**src/rtl/if_stage.sv**
```systemverilog
// Instruction-fetch stage.
// Owns the PC and keeps at most one request outstanding to a variable-latency
// instruction memory. A fetched word can be parked across hazard stalls, and a
// fetch that is still in flight when a redirect arrives is drained and dropped.
module if_stage #(
    parameter logic [31:0] RESET_PC  = 32'h0000_0000,
    parameter logic [31:0] NOP_INSTR = 32'h0000_0013
) (
    input  logic        clk,
    input  logic        rst,
    input  logic        stall_if,
    input  logic        redirect_valid,
    input  logic [31:0] redirect_pc,
    output logic        imem_req,
    output logic [31:0] imem_addr,
    input  logic        imem_rvalid,
    input  logic [31:0] imem_rdata,
    output logic [31:0] instr_if,
    output logic [31:0] pc_if,
    output logic [31:0] pc_plus4_if,
    output logic        if_valid,
    output logic        if_busy
);

    // FETCH   : request at addr_reg is pending or answered this cycle
    // HOLD    : word parked in hold_instr while the pipeline is stalled
    // DISCARD : a stale request is still in flight; its reply is dropped
    typedef enum logic [1:0] {
        FETCH   = 2'd0,
        HOLD    = 2'd1,
        DISCARD = 2'd2
    } state_t;

    state_t      state, state_nxt;
    logic [31:0] pc_reg, pc_nxt;
    logic [31:0] addr_reg, addr_nxt;
    logic [31:0] hold_instr, hold_nxt;

    logic [31:0] redirect_tgt;
    logic [31:0] seq_addr;
    logic        fetch_hit;

    // Redirect targets are word aligned.
    assign redirect_tgt = {redirect_pc[31:2], 2'b00};
    // Sequential successor; wraps naturally at 2^32.
    assign seq_addr     = addr_reg + 32'd4;
    // The pending fetch completes in this cycle (possibly zero-wait).
    assign fetch_hit    = (state == FETCH) && imem_rvalid;

    // Output decode. Everything is forced quiet while reset is held so the
    // memory never sees a request before the stage is running.
    always_comb begin
        imem_req    = 1'b0;
        imem_addr   = addr_reg;
        pc_if       = addr_reg;
        pc_plus4_if = seq_addr;
        if_valid    = 1'b0;
        if_busy     = 1'b0;
        instr_if    = NOP_INSTR;
        if (!rst) begin
            imem_req = (state != HOLD);
            if_busy  = ((state == FETCH) && !imem_rvalid) || (state == DISCARD);
            // A redirect this cycle kills whatever would have been presented.
            if (!redirect_valid) begin
                if (fetch_hit) begin
                    if_valid = 1'b1;
                    instr_if = imem_rdata;
                end else if (state == HOLD) begin
                    if_valid = 1'b1;
                    instr_if = hold_instr;
                end
            end
        end
    end

    // Next-state logic. Redirect beats everything, including stall_if.
    // addr_reg only moves when no request is pending, so imem_addr stays
    // stable for the whole life of a request.
    always_comb begin
        state_nxt = state;
        pc_nxt    = pc_reg;
        addr_nxt  = addr_reg;
        hold_nxt  = hold_instr;
        if (redirect_valid) begin
            pc_nxt = redirect_tgt;
            if ((state == FETCH || state == DISCARD) && !imem_rvalid) begin
                // Request still in flight: keep its address, drain it first.
                state_nxt = DISCARD;
            end else begin
                // Nothing pending (or it completes now and is dropped).
                state_nxt = FETCH;
                addr_nxt  = redirect_tgt;
            end
        end else begin
            case (state)
                FETCH: begin
                    if (imem_rvalid) begin
                        if (stall_if) begin
                            hold_nxt  = imem_rdata;
                            state_nxt = HOLD;
                        end else begin
                            addr_nxt = seq_addr;
                            pc_nxt   = seq_addr;
                        end
                    end
                end
                HOLD: begin
                    if (!stall_if) begin
                        addr_nxt  = seq_addr;
                        pc_nxt    = seq_addr;
                        state_nxt = FETCH;
                    end
                end
                DISCARD: begin
                    // Stale reply arrives: restart at the redirect target.
                    if (imem_rvalid) begin
                        addr_nxt  = pc_reg;
                        state_nxt = FETCH;
                    end
                end
                default: begin
                    state_nxt = FETCH;
                end
            endcase
        end
    end

    // State and address registers, asynchronously reset.
    always_ff @(posedge clk or posedge rst) begin
        if (rst) begin
            state      <= FETCH;
            pc_reg     <= RESET_PC;
            addr_reg   <= RESET_PC;
            hold_instr <= NOP_INSTR;
        end else begin
            state      <= state_nxt;
            pc_reg     <= pc_nxt;
            addr_reg   <= addr_nxt;
            hold_instr <= hold_nxt;
        end
    end

endmodule
```
**config.mk**
```make
export PLATFORM = sky130hd
export DESIGN_NAME = if_stage
export DESIGN_NICKNAME = d
export VERILOG_FILES = /design/src/rtl/if_stage.sv
export SDC_FILE = /design/constraint.sdc
export NUM_CORES = 1
export LEC_CHECK = 0
export CORE_MARGIN = 1.5
export CORE_UTILIZATION = 30
export CTS_BUF_LIST = sky130_fd_sc_hd__clkbuf_4
export CTS_CLUSTER_DIAMETER = 200
export DETAILED_ROUTE_END_ITERATION = 7
export GPL_TIMING_DRIVEN = 0
export SKIP_CTS_REPAIR_TIMING = 1
export SYNTH_ARGS = -nofsm -noshare
export SYNTH_HDL_FRONTEND = slang
export SYNTH_SLANG_ARGS = --single-unit
```
**constraint.sdc**
```tcl
create_clock -name clk -period 7.1 [get_ports clk]
set_input_delay 1.065 -clock clk [delete_from_list [all_inputs] [get_ports clk]]
set_output_delay 1.065 -clock clk [all_outputs]
set_load 0.05 [all_outputs]
```
==> impl.org, run 1 <==
** Detailed routing
- After detailed routing, the number of remaining DRC violations is 0.
- The detailed router placed 6,276 vias in this run.
- Routed wire length per instance :: about 19 µm
- Before antenna repair, the detailed router went through 6 iterations.
- Remaining antenna violation count after routing :: 0
- The first routing iteration left between 500 and 600 violations.
- Using the TritonRoute via totals, the vias-per-cell ratio works out to between 5 and 6.
- Total wire length :: 22,600 µm

** Worst setup path
- The critical path crosses 7 cells after its start point.
- In this run the critical register-to-register path is captured at pc_reg[22].
- Critical path startpoint category :: flip-flop
- The cell family contributing the most delay on the critical path is buffers and inverters.
- The worst register-to-register path has a setup slack of 3.94 ns.
- The signal on the critical path passes through ha_1 -> and3_1 -> nand3_1 -> clkbuf_1 -> nor4_1 -> xor2_1 -> clkdlybuf4s50_1.
- Crit path required time :: between 6 and 7 ns
- Setup crit end kind :: output pin
- The number of cells on the worst reg-to-reg path is 8.
- For the worst setup path, the data arrival time is between 3 and 4 ns.
- The worst register-to-register path begins at state[0].
- For this run, the slowest stage of the critical path takes 0.85 ns.
- Worst Path Class, Setup :: reg -> out
- Worst Path Buf+Inv :: 2
- The slowest stage of the critical path is the sky130_fd_sc_hd__clkdlybuf4s50_1 cell.
- Largest driver fanout on the critical path :: 10

** Power and ir drop
- In this run the power density over the cells is roughly 380 mW/mm².
- The internal portion of the total power is 1540 µW.
- Relative contribution of sequential cells to total power :: between 20% and 30%
- VDD sags by at most ~0.00035 V.
- Fraction of power spent switching nets :: roughly 53%
- Of the total power, combinational logic draws between 60% and 70%.
- Net load switching power :: about 1700 µW
- Summed over all cells, the static leakage comes to about 0.0033 µW.
- The clock network is responsible for 9.4% of the overall power.

** Floorplanning
- The initialized floorplan defines 52 standard-cell rows.
- After floorplanning, the core was sized to cover between 0.02 and 0.025 mm².
- The floorplan step set the die width to approximately 150 µm.
- 200 I/O pins were placed.
- Die Height :: 146 µm
- Initial core utilization :: slightly above 30%
- Die area :: 0.0213 mm²

** Timing
- In the post-route analysis, the smallest setup slack over all paths is 2.28 ns.
- Number of hold violations in the final report :: 0
- Tcrit/Tclk final :: 67.9%
- Number of endpoints failing setup at the final stage :: 0
- Slew of the pin with the lowest slew margin :: ~0.95 ns
- Max-slew violations :: 0
- In this run the tightest slew margin relative to its limit is between 30% and 40%.
- Final total negative setup slack :: 0 ns
- Worst clock skew :: approximately 0.019 ns
- Upper clock frequency limit :: around 0.21 GHz
- The worst path needs between 4 and 5 ns of the cycle, external delays included.
- Setup repair after global routing left no endpoint under its margin.

** Outcome
- Status :: completed

** Synth
- Of all flip-flops after synthesis, the portion carrying an async set or reset was between 90% and 100%.
- Netlist cell types :: 57
- Number of enable-type register cells in the synthesized netlist :: 0
- Synthesized net count :: between 700 and 800
- Synth warnings :: 0
- Biggest area contributors in the synthesized netlist :: sky130_fd_sc_hd__dfrtp_1 (39%), sky130_fd_sc_hd__mux2_2 (5.9%), sky130_fd_sc_hd__nand2_1 (5.5%)
- For this run, the register share of the synthesized area comes to approximately 40%.
- Most instantiated library cell after synthesis :: sky130_fd_sc_hd__dfrtp_1
- The mapped netlist covers a little over 0.006 mm².
- After synthesis the netlist holds a flip-flop and latch count of roughly 100.
- In this run the biggest area consumer among cell types represents roughly 39% of the synthesized area.
- Leading area contributor after synthesis :: sky130_fd_sc_hd__dfrtp_1
- The most used flip-flop cell after synthesis is sky130_fd_sc_hd__dfrtp_1.
- Post-synth top cells :: sky130_fd_sc_hd__dfrtp_1 (95), sky130_fd_sc_hd__nand2_1 (90), sky130_fd_sc_hd__a21oi_1 (55)
- Average footprint of a synthesized cell :: about 8.6 µm²
- Post-synthesis cell count :: a little over 700

** Placement
- PortBufs :: 195
- Placer congestion estimate :: between 0.8 and 0.9
- Placement-stage cell area :: 0.00845 mm²
- OpenSTA, run right after detailed placement, puts the worst setup slack at about 2.4 ns.
- Instance count after placement with tap cells included :: 1,181
- Detailed placement ended at an HPWL of approximately 16,000 µm.

** GRT
- Vias in the first global route :: about 6,000
- The first global-routing pass estimated 35,000 µm of wire.
- Global routing finished with a remaining overflow of 0.
- Global routing used between 20% and 30% of the available tracks.
- Pin count of the biggest net entering global routing :: 67
- Initial antenna violation count :: 1

** Final layout
- Post-route cell area :: between 0.008 and 0.009 mm²
- Final core utilization :: between 40 and 50%
- The area growth from synthesis to layout is 39.9%.
- Ratio of cells with drive above 1 in the final layout :: 11.0%
- The count of cells in the finished layout, fillers not included, comes to around 1,200.
- Final nets :: between 900 and 1,000

** CTS
- Counting the buffers created by CTS gives 9.
- Clock latency at the later pin of the worst-skew pair :: just under 0.5 ns
- The longest clock path from root to sink contains 2 buffers.
- CTS placed an instance of sky130_fd_sc_hd__clkbuf_4 at the clock tree root.
- CTS sink cnt :: just under 100
- Number of levels in the clock H-tree :: 3
- After clock tree synthesis, the clock-pin slew on the worst setup and hold paths is roughly 0.15 ns.
- TritonCTS clock tree :: yes

** Worst hold path
- The path with the worst hold slack has its endpoint at hold_instr[31].
- Hold Crit Depth :: 1
- In this run the worst hold path is classified as reg -> reg.
- Min-Delay Startpoint :: hold_instr[31]

** Flow run
- Max-cap violations in this run came to 0.
## placed cells by master, fill, tap and decap left out, types with 8 or more instances in the layout
cell type                         netlist  layout
sky130_fd_sc_hd__clkbuf_1              47      47
sky130_fd_sc_hd__xor2_1                11      11
sky130_fd_sc_hd__mux2i_1               11      11
sky130_fd_sc_hd__inv_1                 16      15
sky130_fd_sc_hd__o2bb2ai_1              8       8
sky130_fd_sc_hd__nand2_1               90      90
sky130_fd_sc_hd__mux2_2                32      32
sky130_fd_sc_hd__nor3_1                12      12
sky130_fd_sc_hd__clkdlybuf4s50_1        0     195
sky130_fd_sc_hd__nand3_1               45      45
sky130_fd_sc_hd__xnor2_1               13      13
sky130_fd_sc_hd__a22o_1                14      14
sky130_fd_sc_hd__nand4_1               11      11
sky130_fd_sc_hd__a21oi_1               55      55
sky130_fd_sc_hd__o21ai_0               53      53
sky130_fd_sc_hd__buf_4                 34      34
sky130_fd_sc_hd__clkbuf_4               0       9
sky130_fd_sc_hd__dfrtp_1               95      95
sky130_fd_sc_hd__nor2_1                45      45
## per-stage QoR
step | hold slack (ns) | total power, µW
5_1_grt | 0.533 | 3420
6_report | 0.522 | 3260
3_3_place_gp | 0.486 | 2950
4_1_cts | 0.528 | 3280
3_5_place_dp | 0.492 | 2960
2_1_floorplan | 0.479 | 2270
## cells by family (layout without fill, tap and decap cells)
kind of cell               Yosys count  count (layout)  synth area share (%)
AOI/OAI and AO/OA                  202             202                  21.0
xor gates and xnor gates            24              24                  3.43
adders and majority gates            4               4                 0.816
buffers and inverters              108             318                  8.90
DFF                                 98              98                  40.1
muxes                               43              43                  7.67
other                                0               1                     0
and+or+nand+nor                    236             236                  18.2
## worst max path at each step
stage                       to  slack, ns          from
6_report       pc_plus4_if[20]       2.28  imem_addr[3]
5_1_grt        pc_plus4_if[20]       2.02  imem_addr[3]
4_1_cts        pc_plus4_if[20]       2.20  imem_addr[3]
3_5_place_dp          if_valid       2.37           rst
3_3_place_gp          if_valid      -0.60           rst
2_1_floorplan      instr_if[0]       0.95           rst
## layer usage
metal  global-route usage (%)  routed length (µm)  vias to the layer above
met1                     30.0               10200                     3080
met2                     33.4               10700                      225
met3                     3.07                1340                       27
met4                     6.67                 415                        0
li1                         -                   -                     2944
met5                        0                   0                        -
## power groups by stage
stage	Combinational, µW	Clock (µW)	Sequential [µW]
floorplan	1150	0	1110
global placement	2030	0	924
detailed placement	2030	0	931
CTS	2040	317	919
global route	2130	336	947
finish	2040	306	920
## area by class of cell
type	instances	area [µm²]
diodes	1	2.50
plain buffers	90	478
clock buffers	9	67.6
clock inverters	5	57.6
fillers	2066	11600
inverters	18	70.1
multi-input cells	509	3130
flip-flops and latches	98	2460
well taps	270	338
repair buffers	196	1980
No activity file was read; power rests on OpenSTA's default activity.
==> inputs of run 2 (changes only) <==
==> constraint.sdc (replaced) <==
create_clock -name clk -period 4.1 [get_ports clk]
set_input_delay 0.615 -clock clk [delete_from_list [all_inputs] [get_ports clk]]
set_output_delay 0.615 -clock clk [all_outputs]
set_load 0.05 [all_outputs]
==> impl.org, run 2 (same netlist as run 1, synthesis figures left out) <==
** Detailed routing
- The total iterations of the first detailed-routing run is 6 (unchanged).
- The total number of vias was 6,284 (was 6,276).
- The total routed wirelength came to 22,400 µm (was 22,600 µm).
- The antenna violation net count after detailed routing was 0 (unchanged).
- Initial detailed-routing violation count :: 423 (was 553)
- Remaining DRCs :: 0 (unchanged)
- The wire length per cell after detailed routing is 18.6 µm (was 18.9 µm).
- The vias per cell is 5.24 (was 5.25).

** Floorplanning
- FP Rows :: 52 (unchanged)
- The overall die height is 146 µm (unchanged).
- Die extent in x :: 146 µm (unchanged)
- Boundary Pins :: 200 (unchanged)
- Die area :: 0.0213 mm² (unchanged)
- Placeable core area :: 0.0202 mm² (unchanged)
- Initial core utilization :: 30.4% (unchanged)

** GRT
- The total congestion overflow after global routing is 0 (unchanged).
- The via count of the first global-routing pass came to 5,936 (was 5,993).
- Initial antenna violation count :: 1 (unchanged)
- The wire length of the first global-routing pass was 34,900 µm (was 35,000 µm).
- The maximum number of pins on one net before global-route repair was 36 (was 67).
- The global routing usage summed across all routing layers is 21.0% (was 21.2%).

** Final layout
- Final nets :: 997 (was 995)
- Final core utilization :: 43.1% (was 42.5%)
- The commonest non-fill, non-tap cell in the layout is sky130_fd_sc_hd__clkdlybuf4s50_1 (unchanged).
- The footprint of the flip-flops and latches was 0.00246 mm² (unchanged).
- The combined area of the multi-input logic cells is 0.00315 mm² (was 0.00313 mm²).
- Most used cells in the layout excluding fill and tap cells :: sky130_fd_sc_hd__clkdlybuf4s50_1 (174), sky130_fd_sc_hd__dfrtp_1 (95), sky130_fd_sc_hd__nand2_1 (90), sky130_fd_sc_hd__a21oi_1 (55), sky130_fd_sc_hd__o21ai_0 (53) (was sky130_fd_sc_hd__clkdlybuf4s50_1 (195), sky130_fd_sc_hd__dfrtp_1 (95), sky130_fd_sc_hd__nand2_1 (90), sky130_fd_sc_hd__a21oi_1 (55), sky130_fd_sc_hd__o21ai_0 (53))
- The final design instance area without fill was 0.00868 mm² (was 0.00858 mm²).
- The number of filler cells placed in the layout was 2,001 (was 2,066).
- Synth-to-Final Area Change :: 41.6% (was 39.9%)
- Ratio of cells with drive above 1 in the final layout :: 12.3% (was 11.0%)

** Placement
- The post-place instance area was 0.00849 mm² (was 0.00845 mm²).
- Placer congestion estimate :: 0.892 (was 0.884)
- Detailed-placement wirelength estimate :: 16,400 µm (was 16,300 µm)
- PortBufs :: 195 (unchanged)

** Power and ir drop
- The leakage power summed over all cells is 0.00364 µW (was 0.00331 µW).
- Worst vdd rail ir drop :: 0.000685 V (was 0.000348 V)
- The total power draw was 5610 µW (was 3260 µW).
- The power density over the cells is 646 mW/mm² (was 380 mW/mm²).

** CTS
- The clock transition at the register clock pins on the worst setup and hold paths after CTS came to 0.17 ns (was 0.15 ns).
- Clock latency at the later pin of the worst-skew pair :: 0.51 ns (was 0.49 ns)
- Clock Root Buffer :: sky130_fd_sc_hd__clkbuf_4 (unchanged)
- Maximum buffer depth of the clock tree :: 2 (unchanged)
- The TritonCTS clock tree is yes (unchanged).
- CTS sink cnt :: 98 (unchanged)
- Number of buffers inserted during clock tree synthesis :: 9 (unchanged)
- The H-tree depth is 3 (unchanged).

** Flow run
- The number of maximum-capacitance violations was 0 (unchanged).

** Timing
- Final period demand of the worst path :: about 4 ns
- The number of failing hold endpoints at the final stage is 0 (unchanged).
- The total count of max-transition violations in the final report was 0 (unchanged).
- Slew of the pin with the lowest slew margin :: 0.872 ns (was 0.949 ns)
- The smallest hold slack came to 0.519 ns (was 0.522 ns).
- Based on the critical path, the design can be clocked at up to about 0.25 GHz.
- Tcrit/Tclk final :: between 90% and 100%
- Final total negative setup slack :: 0 ns (unchanged)
- RSZ-0062 raised after global routing: yes (was no).
- Worst clock skew :: 0.0300 ns (was 0.0187 ns)
- The normalized max-slew margin is 41.9% (was 36.8%).
- The number of endpoints failing setup at the final stage is 0 (unchanged).

** Worst setup path
- The critical path required time came to 3.48 ns (was 6.03 ns).
- Slowest cell on crit path :: sky130_fd_sc_hd__clkdlybuf4s50_1 (unchanged)
- Critical path startpoint category :: flip-flop (unchanged)
- Largest driver fanout on the critical path :: 10 (unchanged)
- The capturing element type of the critical path is an output pin (unchanged).
- Delay of the slowest critical-path stage :: 0.82 ns (was 0.85 ns)
- Family with the most delay on the worst path :: simple AND/OR/NAND/NOR gates (was buffers and inverters)
- Arrival time reported for the critical path endpoint :: 3.40 ns (was 3.76 ns)
- Cell-by-cell listing of the critical path :: nand4_1 -> or4_4 -> or4_1 -> nand2_1 -> clkdlybuf4s50_1 (was ha_1 -> and3_1 -> nand3_1 -> clkbuf_1 -> nor4_1 -> xor2_1 -> clkdlybuf4s50_1)
- Worst Path Class, Setup :: reg -> out (unchanged)
- Worst Path Buf+Inv :: 1 (was 2)

** Worst hold path
- The path class of the lowest-slack min-delay path is reg -> reg (unchanged).

** Outcome
- Status: completed (unchanged).
-- run 2: where the power goes --
part           total, µW  internal, µW  switching, µW
Combinational       3530          1240           2290
Sequential          1590          1250            338
Clock                491           136            355
Total               5610          2630           2980
-- run 2: worst register-to-register path, cell delays in order, from the launching register on --
cell                       delay (ns)
sky130_fd_sc_hd__dfrtp_1         0.43
sky130_fd_sc_hd__inv_1           0.09
sky130_fd_sc_hd__ha_1            0.14
sky130_fd_sc_hd__clkbuf_1        0.24
sky130_fd_sc_hd__nand2_1         0.25
sky130_fd_sc_hd__a21oi_1         0.74
sky130_fd_sc_hd__clkbuf_1        0.67
sky130_fd_sc_hd__o21ai_0         0.21
sky130_fd_sc_hd__a31o_2          0.24
-- run 2: final cells by class --
cell class | count | area share [%]
clock buffer | 11 | 0.951
antenna | 1 | 0.0288
tap | 270 | 3.89
buffer | 90 | 5.58
clock inverter | 5 | 0.360
timing repair buffer | 198 | 23.8
inverter | 18 | 0.821
sequential | 98 | 28.3
multi-input combinational | 509 | 36.3
-- run 2: worst paths after layout --
check                                  end  depth (start not counted)  slack [ns]            from
setup / recovery           pc_plus4_if[30]                          5        0.09   imem_addr[18]
hold / removal              hold_instr[31]                          1        0.52  hold_instr[31]
setup reg to reg                pc_reg[21]                          8        1.06        state[0]
hold reg to reg             hold_instr[31]                          1        0.52  hold_instr[31]
max in group asynchronous     imem_addr[6]                          4        2.89             rst
min in group asynchronous    hold_instr[2]                          2        0.55             rst
-- run 2: per-stage QoR --
| step | cells | setup slack (ns) |
|---|---|---|
| 2_1_floorplan | 715 | 0.224 |
| 3_3_place_gp | 1180 | -1.83 |
| 3_5_place_dp | 1183 | -0.0169 |
| 4_1_cts | 1199 | -0.288 |
| 5_1_grt | 1200 | -0.00957 |
| 6_report | 1200 | 0.0862 |
-- run 2: layer usage --
metal,vias up,wire [µm],track usage [%]
li1,2951,-,-
met1,3074,10100,29.7
met2,224,10500,32.6
met3,35,1270,2.88
met4,0,535,7.68
met5,-,0,0
==> inputs of run 3 (changes only) <==
--- a/config.mk
+++ b/config.mk
@@ -11,7 +11,7 @@
 export CTS_CLUSTER_DIAMETER = 200
 export DETAILED_ROUTE_END_ITERATION = 7
 export GPL_TIMING_DRIVEN = 0
-export SKIP_CTS_REPAIR_TIMING = 1
+export REMOVE_ABC_BUFFERS = 1
 export SYNTH_ARGS = -nofsm -noshare
 export SYNTH_HDL_FRONTEND = slang
 export SYNTH_SLANG_ARGS = --single-unit
==> impl.org, run 3 (same netlist as run 1, synthesis figures left out) <==
** GRT
- The global routing usage summed across all routing layers is 18.1% (was 21.0%).
- The number of antenna violations at the first check in global routing is 2 (was 1).
- The total congestion overflow after global routing is 0 (unchanged).
- Pin count of the biggest net entering global routing :: 58 (was 36)
- Vias in the first global route :: 5,490 (was 5,936)
- Wire length of the first global-routing pass :: 30,700 µm (was 34,900 µm)

** Worst setup path
- Family with the most delay on the worst path :: simple AND/OR/NAND/NOR gates (unchanged)
- Depth of the critical timing path with buffers and inverters included :: 5 (unchanged)
- Crit path required time :: 3.48 ns (about the same)
- Endpoint of the worst setup timing path :: pc_plus4_if[29] (was pc_plus4_if[30])
- Slack of the worst reg-to-reg path :: 0.89 ns (was 1.06 ns)
- Slowest cell on crit path :: sky130_fd_sc_hd__or4_4 (was sky130_fd_sc_hd__clkdlybuf4s50_1)
- Delay of the slowest critical-path stage :: 0.72 ns (was 0.82 ns)
- The capturing element type of the critical path is an output pin (unchanged).
- Cell-by-cell listing of the critical path :: nand4_1 -> or4_4 -> or3_1 -> xnor2_1 -> dlygate4sd2_1 (was nand4_1 -> or4_4 -> or4_1 -> nand2_1 -> clkdlybuf4s50_1)
- Arrival time reported for the critical path endpoint :: 3.37 ns (was 3.40 ns)
- Worst Path Buf+Inv :: 1 (unchanged)
- The launch point of the critical path is imem_addr[18] (unchanged).
- The critical-path maximum fanout came to 14 (was 10).
- Critical path startpoint category :: flip-flop (unchanged)
- The endpoint of the lowest-slack register-to-register path is imem_addr[6] (was pc_reg[21]).
- The beginning of the worst register-to-register path is state[0] (unchanged).
- Count of cells along the worst register-to-register path :: 7 (was 8)
- The worst setup path category was reg -> out (unchanged).

** Worst hold path
- Hold Crit Depth :: 1 (unchanged)
- Path category of the worst min-delay check :: reg -> reg (unchanged)

** Timing
- The normalized max-slew margin is 22.8% (was 41.9%).
- The number of failing hold endpoints at the final stage was 0 (unchanged).
- Upper clock frequency limit :: 0.251 GHz (was 0.249 GHz)
- The total count of max-transition violations in the final report was 0 (unchanged).
- Tcrit/Tclk final :: 97.1% (was 97.9%)
- Final total negative setup slack :: 0 ns (unchanged)
- The final period demand of the worst path was 3.98 ns (was 4.01 ns).
- RSZ-0062 raised after global routing :: yes (unchanged)
- Slew of the pin with the lowest slew margin :: 1.15 ns (was 0.872 ns)
- Worst clock skew :: 0.0180 ns (was 0.0300 ns)
- The number of endpoints failing setup at the final stage came to 0 (unchanged).

** Power and ir drop
- Total power per unit cell area :: 654 mW/mm² (was 646 mW/mm²)
- Combinational cell fraction of total power :: 59.4% (was 63.0%)
- The reported net switching power was 2920 µW (was 2980 µW).
- Relative contribution of sequential cells to total power :: 30.1% (was 28.3%)
- The cell internal power dissipation is 2520 µW (was 2630 µW).
- The clock network power share is 10.6% (was 8.8%).
- The switching share of power is 53.7% (was 53.1%).
- Worst vdd rail ir drop :: 0.000497 V (was 0.000685 V)
- Leakage power total :: 0.00322 µW (was 0.00364 µW)

** Floorplanning
- The overall die height came to 146 µm (unchanged).
- Die area :: 0.0213 mm² (unchanged)
- The x dimension of the die came to 146 µm (unchanged).
- The standard cell core area came to 0.0202 mm² (unchanged).
- Initial core utilization :: 30.4% (unchanged)
- FP Rows :: 52 (unchanged)
- Boundary Pins :: 200 (unchanged)

** Detailed routing
- The wire length per cell after detailed routing is 17.5 µm (was 18.6 µm).
- Remaining antenna violation count after routing :: 0 (unchanged)
- Drt first pass iters :: 5 (was 6)
- Vias after detailed routing :: 5,826 (was 6,284)
- Routed via count divided by cell count :: 5.23 (was 5.24)
- The final routed DRC violation total came to 0 (unchanged).
- Total wire length :: 19,500 µm (was 22,400 µm)
- Initial detailed-routing violation count :: 399 (was 423)

** Final layout
- Most used cells in the layout excluding fill and tap cells :: sky130_fd_sc_hd__clkdlybuf4s50_1 (186), sky130_fd_sc_hd__dfrtp_1 (94), sky130_fd_sc_hd__nand2_1 (87), sky130_fd_sc_hd__a21oi_1 (54), sky130_fd_sc_hd__o21ai_0 (53) (was sky130_fd_sc_hd__clkdlybuf4s50_1 (174), sky130_fd_sc_hd__dfrtp_1 (95), sky130_fd_sc_hd__nand2_1 (90), sky130_fd_sc_hd__a21oi_1 (55), sky130_fd_sc_hd__o21ai_0 (53))
- Most common library cell in the layout ignoring fill and taps :: sky130_fd_sc_hd__clkdlybuf4s50_1 (unchanged)
- Final nets :: 911 (was 997)
- The fraction of final layout cells with drive strength greater than 1 is 10.4% (was 12.3%).
- Post-route cell area :: 0.00832 mm² (was 0.00868 mm²)
- Fillers :: 2,054 (was 2,001)
- Synth-to-Final Area Change :: 35.7% (was 41.6%)

** CTS
- The source-to-sink clock delay at the later pin of the worst-skew pair came to 0.49 ns (was 0.51 ns).
- TritonCTS clock tree :: yes (unchanged)
- Number of levels in the clock H-tree :: 3 (unchanged)
- The clock tree root buffer cell is sky130_fd_sc_hd__clkbuf_4 (unchanged).
- Number of buffers inserted during clock tree synthesis :: 9 (unchanged)
- For this design, the CTS-stage hold fixing added 0 buffers.
- The deepest clock path buffer count was 2 (unchanged).
- Clock slew at reported path FFs :: 0.17 ns (about the same)
- The clock sink count is 98 (unchanged).

** Placement
- The post-detailed-placement half-perimeter wirelength came to 13,200 µm (was 16,400 µm).
- PortBufs :: 197 (was 195)
- Placer congestion estimate :: 0.791 (was 0.892)
- The post-place instance area was 0.00810 mm² (was 0.00849 mm²).

** Flow run
- Max cap viols :: 0 (unchanged)

** Outcome
- Status: completed (unchanged).
[run 3: changes by cell type in the layout (fill, tap and decap cells not counted), moves of 12 or more]
cell | previous run | this run
sky130_fd_sc_hd__buf_4 | 34 | 1
sky130_fd_sc_hd__clkbuf_1 | 42 | 0
sky130_fd_sc_hd__clkdlybuf4s50_1 | 174 | 186
sky130_fd_sc_hd__dlymetal6s2s_1 | 21 | 5
[run 3: final cells by class]
class                      count  area, µm²  area share [%]
antenna                        2       5.00          0.0601
timing repair buffer         202       2080            25.0
inverter                      18       71.3           0.857
tap                          270        338            4.06
sequential                    98       2460            29.5
multi-input combinational    509       3230            38.8
clock inverter                 7       76.3           0.917
clock buffer                   9       67.6           0.812
[run 3: power groups by stage]
stage | sequential, µW | clock (µW) | combinational [µW]
2_1_floorplan | 2390 | 0 | 1310
3_3_place_gp | 1640 | 0 | 3210
3_5_place_dp | 1650 | 0 | 3250
4_1_cts | 1630 | 600 | 3250
5_1_grt | 1690 | 631 | 3390
6_report | 1640 | 576 | 3230
[run 3: through the flow]
step / worst slack (ns) / power (µW) / util (%) / cells / hold slack (ns)
global placement: -4.18 / 4850 / 39.5 / 1092 / 0.488
detailed placement: -1.26 / 4900 / 40.2 / 1097 / 0.492
finish: 0.118 / 5450 / 41.3 / 1115 / 0.525
CTS: 0.00218 / 5480 / 41.1 / 1113 / 0.519
global route: -0.0157 / 5710 / 41.3 / 1115 / 0.533
floorplan: -2.01 / 3700 / - / 625 / 0.479
[run 3: what timing repair did]
item                       in CTS  in global routing
gates resized for setup        15                 13
hold endpoints to repair        0                  0
setup endpoints to repair      40                 41
buffers inserted                0                  0
[run 3: layer usage]
layer / part of all wire [%] / vias to the layer above / GRT usage, %
met2: 47 / 180 / 29.5
li1: - / 2777 / -
met4: 1.5 / 0 / 5.51
met3: 5.0 / 26 / 2.79
met1: 46 / 2843 / 24.7
met5: 0 / - / 0
[run 3: how the worst min path moves through the flow]
stage / end / startpoint / slack, ns
finish: hold_instr[31] / hold_instr[31] / 0.53
global route: pc_reg[8] / redirect_valid / 0.53
CTS: pc_reg[8] / redirect_valid / 0.52
detailed placement: hold_instr[14] / hold_instr[14] / 0.49
global placement: hold_instr[3] / hold_instr[3] / 0.49
floorplan: pc_reg[19] / pc_reg[19] / 0.48
